File: config.mk
export PLATFORM = sky130hd
export DESIGN_NAME = exec_sequencer
export DESIGN_NICKNAME = d
export VERILOG_FILES = /design/src/rtl/cpu_ctrl_pkg.sv /design/src/rtl/sat_counter.sv /design/src/rtl/exec_sequencer.sv
export SDC_FILE = /design/constraint.sdc
export NUM_CORES = 1
export LEC_CHECK = 0
export ABC_AREA = 1
export CAP_MARGIN = 20
export CELL_PAD_IN_SITES_DETAIL_PLACEMENT = 2
export CELL_PAD_IN_SITES_GLOBAL_PLACEMENT = 2
export CORE_UTILIZATION = 23
export DETAILED_ROUTE_END_ITERATION = 16
export PLACE_DENSITY_LB_ADDON = 0.08
export SETUP_SLACK_MARGIN = 0.02
export SYNTH_ARGS = -nofsm -noshare
export SYNTH_HDL_FRONTEND = slang
export SYNTH_SLANG_ARGS = --single-unit
File: constraint.sdc
create_clock -name clk -period 1.99 [get_ports clk]
set_input_delay 0.2985 -clock clk [delete_from_list [all_inputs] [get_ports clk]]
set_output_delay 0.2985 -clock clk [all_outputs]
set_load 0.1 [all_outputs]
File: src/rtl/cpu_ctrl_pkg.sv
`default_nettype none
// ============================================================================
// cpu_ctrl_pkg : phase encodings shared by the sequencer, VIO wrapper, bench
// Revision: 1.0
// ============================================================================
package cpu_ctrl_pkg;
   localparam int PHASE_W = 3;

   typedef enum logic [PHASE_W-1:0] {
      PH_IDLE   = 3'd0,
      PH_FETCH  = 3'd1,
      PH_DECODE = 3'd2,
      PH_EXEC   = 3'd3,
      PH_MEM    = 3'd4,
      PH_WB     = 3'd5
   } phase_e;
endpackage
`default_nettype wire

File: src/rtl/sat_counter.sv
`default_nettype none
// ============================================================================
// sat_counter : saturating up-counter with asynchronous active-low clear
// Revision: 1.0
// ============================================================================
module sat_counter #(
   parameter int CNT_W = 32
) (
   input  logic             clk,
   input  logic             reset,
   input  logic             inc,
   output logic [CNT_W-1:0] count
);
   logic [CNT_W-1:0] r_count;

   always_ff @(posedge clk or negedge reset) begin
      if (!reset) begin
         r_count <= '0;
      end else if (inc && (r_count != {CNT_W{1'b1}})) begin
         r_count <= r_count + CNT_W'(1);
      end
   end

   assign count = r_count;
endmodule
`default_nettype wire

File: src/rtl/exec_sequencer.sv
`default_nettype none
// ============================================================================
// exec_sequencer : multi-phase instruction sequencer issuing one-cycle write
//                  strobes, with single-step, free-run, halt and PC breakpoint
// Revision: 1.0
// ============================================================================
module exec_sequencer
   import cpu_ctrl_pkg::*;
#(
   parameter int W        = 32,
   parameter int CNT_W    = 32,
   parameter int MEM_WAIT = 0
) (
   input  logic               clk,
   input  logic               reset,
   input  logic               step,
   input  logic               run,
   input  logic               halt_req,
   input  logic               bp_en,
   input  logic [W-1:0]       bp_addr,
   input  logic [W-1:0]       pc,
   input  logic               is_load,
   input  logic               is_store,
   output logic               pc_we,
   output logic               rf_we_gate,
   output logic               dm_we_gate,
   output logic [PHASE_W-1:0] phase,
   output logic               busy,
   output logic               bp_hit,
   output logic [CNT_W-1:0]   retired_cnt
);
   localparam logic [3:0] c_MEM_WAIT = 4'(MEM_WAIT);

   phase_e     r_state, w_state_nxt;
   logic       r_first, w_first_nxt;
   logic       r_single, w_single_nxt;
   logic       r_bp_hit, w_bp_hit_nxt;
   logic [3:0] r_wait, w_wait_nxt;
   logic       w_retire;

   always_ff @(posedge clk or negedge reset) begin
      if (!reset) begin
         r_state  <= PH_IDLE;
         r_first  <= 1'b0;
         r_single <= 1'b0;
         r_bp_hit <= 1'b0;
         r_wait   <= 4'd0;
      end else begin
         r_state  <= w_state_nxt;
         r_first  <= w_first_nxt;
         r_single <= w_single_nxt;
         r_bp_hit <= w_bp_hit_nxt;
         r_wait   <= w_wait_nxt;
      end
   end

   always_comb begin
      w_state_nxt  = r_state;
      w_first_nxt  = r_first;
      w_single_nxt = r_single;
      w_bp_hit_nxt = r_bp_hit;
      w_wait_nxt   = r_wait;
      case (r_state)
         PH_IDLE: begin
            if (step || run) begin
               w_state_nxt  = PH_FETCH;
               w_single_nxt = step;
               w_first_nxt  = 1'b1;
               w_bp_hit_nxt = 1'b0;
            end
         end
         PH_FETCH: begin
            // The first fetch after a start may sit on the breakpoint, so we can step off it
            w_first_nxt = 1'b0;
            if (!r_first && bp_en && (pc == bp_addr)) begin
               w_state_nxt  = PH_IDLE;
               w_bp_hit_nxt = 1'b1;
            end else begin
               w_state_nxt = PH_DECODE;
            end
         end
         PH_DECODE: w_state_nxt = PH_EXEC;
         PH_EXEC: begin
            if (is_load || is_store) begin
               w_state_nxt = PH_MEM;
               w_wait_nxt  = c_MEM_WAIT;
            end else begin
               w_state_nxt = PH_WB;
            end
         end
         PH_MEM: begin
            if (r_wait == 4'd0) begin
               w_state_nxt = PH_WB;
            end else begin
               w_wait_nxt = r_wait - 4'd1;
            end
         end
         PH_WB: begin
            if (r_single || halt_req || !run) begin
               w_state_nxt = PH_IDLE;
            end else begin
               w_state_nxt = PH_FETCH;
            end
         end
         default: w_state_nxt = PH_IDLE;
      endcase
   end

   assign w_retire   = (r_state == PH_WB);
   assign pc_we      = w_retire;
   assign rf_we_gate = w_retire;
   assign dm_we_gate = (r_state == PH_MEM) && (r_wait == 4'd0) && is_store;
   assign phase      = r_state;
   assign busy       = (r_state != PH_IDLE);
   assign bp_hit     = r_bp_hit;

   sat_counter #(
      .CNT_W (CNT_W)
   ) u_retired (
      .clk   (clk),
      .reset (reset),
      .inc   (w_retire),
      .count (retired_cnt)
   );
endmodule
`default_nettype wire

=== After elaboration in Yosys (flattened, before gate mapping) ===
Index checks and enable logic that the tools add are counted.

* Output and inout port bits: 40
* Logic and storage cells: 55
* Bits in read-only memories: 0
* Input port bits: 72
* Flip-flop bits (word level): 42
* Bits in latches: 0
* Bits in writable memories: 0
* Memories kept: 0

* Add/sub/neg operators: 2
* Reduce and logical (&&, ||, !) cells: 21
* Shifts and indexed selects: 0
* Bitwise gates (word level): 0
* Multipliers: 0
* Divide/modulo/power cells: 0
* Muxes and demuxes: 14
* Equal/unequal tests: 12
* Order comparisons: 0

{| class="wikitable"
|+ Operator list
! cell !! count
|-
| $add 32x1->32 const B || 1
|-
| $eq 32x32->1 || 1
|-
| $ne 32x32->1 const B || 1
|-
| $pmux 3 s6 || 1
|-
| $ne 2x2->1 const B || 5
|-
| $mux 4 || 2
|-
| $pmux 4 s2 || 1
|-
| $eq 3x2->1 const B || 2
|-
| $eq 3x3->1 const B || 2
|-
| $mux 3 || 2
|-
| $reduce_and 2->1 || 3
|-
| $reduce_and 3->1 || 2
|-
| $logic_and 1x1->1 || 5
|-
| $mux 1 || 5
|-
| $logic_not 4->1 || 1
|-
| $logic_or 1x1->1 || 4
|-
| $pmux 1 s2 || 2
|-
| $reduce_bool 2->1 || 2
|-
| $sub 4x1->4 const B || 1
|-
| $eq 3x1->1 const B || 1
|-
| $logic_not 3->1 || 1
|-
| $reduce_bool 3->1 || 1
|-
| $logic_not 1->1 || 2
|-
| $mux 2 || 1
|}

=== Depth between registers and ports, before layout ===
* Depth after elaboration: 5
* Mapped depth: 12
* Gate-level depth less buffers: 12

=== Modules after synthesis ===
A second synthesis with hierarchy kept.

* Cells, all modules: 536
* Area total of the unflattened synthesis: 3,318.2 um^2

{| class="wikitable"
|+ Modules (own cells, without submodules)
! module !! seq. area each (um^2) !! area an instance (um^2) !! times used !! cells an instance
|-
| sat_counter || 800.8 || 2,190.9 || 1 || 333
|-
| exec_sequencer || 250.2 || 1,127.3 || 1 || 203
|}

=== Worst setup path before layout ===
Ideal clock, no wire load.

* Path type: register to output
* Start: reg r_state[1], in the netlist phase[1]
* End: out dm_we_gate
* Required time: 1,691 ps
* Path slack: -1,774 ps
* Path buffers: 0
* Data arrival time: 3,465 ps
* Stages on the path, launching flop included: 4
* Cell sequence: dfrtp_1 nor2_1 nand2_1 nor3b_1

* Cells in the longest elaborated chain, start to end: 3

{| class="wikitable"
|+ Ends and longest elaborated chain
! item !! line !! RTL
|-
| start, declared || exec_sequencer.sv:34 || <nowiki>phase_e r_state, w_state_nxt;</nowiki>
|-
| start signal, assigned || exec_sequencer.sv:49 || <nowiki>r_state <= w_state_nxt;</nowiki>
|-
| $eq 3x3->1 || exec_sequencer.sv:112 || <nowiki>assign dm_we_gate = (r_state == PH_MEM) && (r_wait == 4'd0) && is_store;</nowiki>
|-
| $logic_and 1x1->1 (2 in series) || exec_sequencer.sv:112 ||
|-
| end, declared || exec_sequencer.sv:26 || <nowiki>output logic dm_we_gate,</nowiki>
|}

Every way passes these cells.

=== Worst setup path after layout ===
* Start: reg u_retired.r_count[0], in the netlist u_retired.count[0]
* End: reg u_retired.r_count[31], in the netlist u_retired.count[31]

* Cells in the longest elaborated chain, start to end: 2
* Elaborated cells between the ends (all ways): 3
* Those cells by class: add/sub: 1; eq/ne: 1; reduce/logical: 1

{| class="wikitable"
|+ Ends and longest elaborated chain
! item !! line !! RTL
|-
| start, declared || sat_counter.sv:14 || <nowiki>logic [CNT_W-1:0] r_count;</nowiki>
|-
| start signal, assigned || sat_counter.sv:20 || <nowiki>r_count <= r_count + CNT_W'(1);</nowiki>
|-
| parallel branches: the longest is 2 deep, another holds $add 32x1->32 || n/a ||
|}

Several ways; the timed one is not identified.
A chain may end at the register's enable or synchronous reset.

==> impl_metrics.ini <==
[detailed_routing]
drt-vias-per-instance = 4.36
ant_nets = 0
via_count = 3299
first_iter_violations = 53
wl_um = 11100
wire_per_inst_um = 14.7
firstDrtPassIters = 6
drc = 0

[cells_and_area]
utilization_pct = 35.7
drive_above_1_share_pct = 21.2
finalNetCount = 657
insertedDiodeCount = 0
multi_input_area_um2 = 1710
seqCellArea_um2 = 1110
area_delta_synth_final_pct = 49.0
nFillCells = 1502
fin_area_um2 = 4580

[job]
maxCapViolations = 0

[die]
ios = 112
core-area_um2 = 12800
die-area_um2 = 13800
initial_utilization_pct = 24.0
rows = 41
die_x_um = 118
die_height_um = 118

[clocking]
ctsResizeCount = 0
postCtsHoldBufs = 0
cts_buffers = 5
cts_sinks = 42
h-tree-depth = 2
cts_tree = done
cts_setup_buffers = 0
clk_pin_slew_ps = 70
clk_path_buf_depth = 2
clkLatencyLatePin_ps = 300
clockRootBuffer = clkbuf_16

[synth]
synth_edf_count = 0
syn_area_um2 = 3080
synthCells = 464
yosysWarnings = 0
synth-compound-area-share_pct = 4.60
ys.flop_type = dfrtp_1
ys_seq_area_share_pct = 34.2
synth-xor-area-share_pct = 9.96
synth_mux_area_share_pct = 0.366
synth_nets = 538
yosys.area_share.simple_pct = 38.8
async_flop_share_pct = 100
ys_seq_elements = 42
synth_top_family_by_area = simple AND/OR/NAND/NOR gates
avgSynthCellArea_um2 = 6.63
synthAdderAreaFrac_pct = 0.813
synth_cell_types = 29

[sta]
finalHoldViolCount = 0
worst_pin_slew_ps = 563
rsz0062_at_grt = true
fin_skew_ps = 7.22
slew_violations = 0
fin_ws_ps = 130
max_freq_mhz = 537
setup_viol = 0
period_share_pct = 93.5
period_needed_ps = 1860
slew-limit-headroom_pct = 62.5

[power]
leakage_nw = 2.11
cellPowerDensity_nw_per_um2 = 800
max-vdd-ir-drop_mv = 0.373

[global_routing]
antenna_found_initial = 0
grt-ovfl-total = 0
grt_pass1_vias = 3785
grt_max_degree = 43
grt_pass1_wl_um = 18800
grt.total_usage_pct = 16.9

[worst_setup_path]
r2r-start = u_retired.count[0]
startpoint_type = register
path_common_cell = nand2_2
path_cells = ha_1 -> nand3_1 -> inv_1 -> nand2_2 -> nor2_2 -> nand2_2 -> nand2_8 -> inv_6 -> buf_4 -> o21ai_2
critPathMaxStageDelay_ps = 490
reg2reg_depth = 10
crit_fanout = 24
endpoint_kind = register
critical_path_class = reg2reg
critPathSlowestCell = dfrtp_4
arrival_ps = 2040
r2r-end = u_retired.count[31]
rrSetupSlack_ps = 130
worstPathRequired_ps = 2170

[place]
numPortBuffers = 111
hpwl_um = 9310
placed_cell_area_um2 = 4430
gp_congestion = 0.753
dp_slack_ps = 106

[status]
status = finished clean

[hold_path]
hp-class = in2async
sequential cells by signal, indices dropped and copies added (netlist names):
signal / cells
phase: 3
r_wait: 4
r_first: 1
u_retired.count: 32
r_single: 1
bp_hit: 1
worst max-delay path by stage:
stage	depth (start not counted)	slack, ps	to	start
after floorplan	3	-40	dm_we_gate	phase[1]
after global placement	10	170	u_retired.count[16]	u_retired.count[0]
after detailed placement	10	110	u_retired.count[31]	u_retired.count[0]
after CTS	10	110	u_retired.count[31]	u_retired.count[0]
after global routing	10	-6	u_retired.count[17]	u_retired.count[0]
final	10	130	u_retired.count[31]	u_retired.count[0]
power by group:
| group | internal (mW) | switching, mW | total, mW |
|---|---|---|---|
| clock network | 0.498 | 0.368 | 0.866 |
| registers | 1.01 | 0.142 | 1.15 |
| logic | 0.508 | 1.14 | 1.65 |
| total | 2.02 | 1.65 | 3.67 |
synth_stat cells (2+ instances only):
| cell | count | area [um2] |
|---|---|---|
| buf_6 | 2 | 22.5 |
| nand2_2 | 8 | 50.1 |
| o21ai_2 | 8 | 70.1 |
| dfrtp_1 | 42 | 1050 |
| o22ai_1 | 3 | 18.8 |
| xor2_1 | 23 | 201 |
| ha_1 | 2 | 25.0 |
| nand2_1 | 165 | 619 |
| inv_1 | 75 | 282 |
| o211ai_1 | 2 | 15.0 |
| inv_2 | 3 | 11.3 |
| nor3_1 | 19 | 95.1 |
| nor3b_1 | 2 | 15.0 |
| nor2_1 | 53 | 199 |
| xnor2_1 | 12 | 105 |
| o21ai_0 | 5 | 25.0 |
| nor2_2 | 6 | 37.5 |
| nand3_1 | 17 | 85.1 |
| nand4_1 | 7 | 43.8 |
kinds of logic after synthesis:
family	Yosys count
adders and majority gates	2
DFF	42
xor gates and xnor gates	35
buffers and inverters	83
AOI/OAI and AO/OA	20
and+or+nand+nor	281
muxes	1
through the flow:
step,hold slack [ps],total power [mW],cells,TNS [ps]
6_report,82.9,3.67,756,0
5_1_grt,151,3.87,756,-14.2
4_1_cts,110,3.73,756,0
3_5_place_dp,431,2.85,748,0
3_3_place_gp,418,2.81,748,0
2_1_floorplan,2.91,2.31,464,-55.1
placed cells by master (no fill, tap or decap), types with 3 or more instances in the layout:
| cell type | n |
|---|---|
| nand2_1 | 164 |
| inv_1 | 73 |
| clkdlybuf4s50_1 | 70 |
| nor2_1 | 52 |
| buf_4 | 41 |
| dfrtp_2 | 30 |
| xor2_1 | 23 |
| nor3_1 | 19 |
| nand3_1 | 16 |
| xnor2_1 | 12 |
| nand2_2 | 9 |
| o21ai_2 | 8 |
| nand4_1 | 7 |
| dfrtp_1 | 7 |
| nor2_2 | 5 |
| o21ai_0 | 5 |
| clkbuf_16 | 5 |
| dfrtp_4 | 5 |
| inv_2 | 4 |
| buf_12 | 4 |
| o22ai_1 | 3 |
critical path, delay by kind of cell, from the launching register on:
family                   cells  cell delay [ps]
flip-flops                   1              490
AO/OA/AOI/OAI                1               60
buffers and inverters        3              470
AND/OR/NAND/NOR              5              480
adder cells (fa/ha/maj)      1              230
area by class of cell:
class / count / area share, %
clock buffer: 6 / 3.03
clock inverter: 2 / 0.273
inverter: 79 / 6.66
multi-input combinational: 339 / 37.3
sequential: 42 / 24.2
tap: 172 / 4.70
timing repair buffer: 116 / 23.9
routing by layer:
metal | up-vias | GRT usage, % | routed length, um
met1 | 1590 | 20.8 | 4960
met2 | 51 | 30.6 | 5770
li1 | 1649 | - | -
met3 | 9 | 2.71 | 302
met5 | - | 0 | 0
met4 | 0 | 3.61 | 93
(Power assumes the default switching activity.)
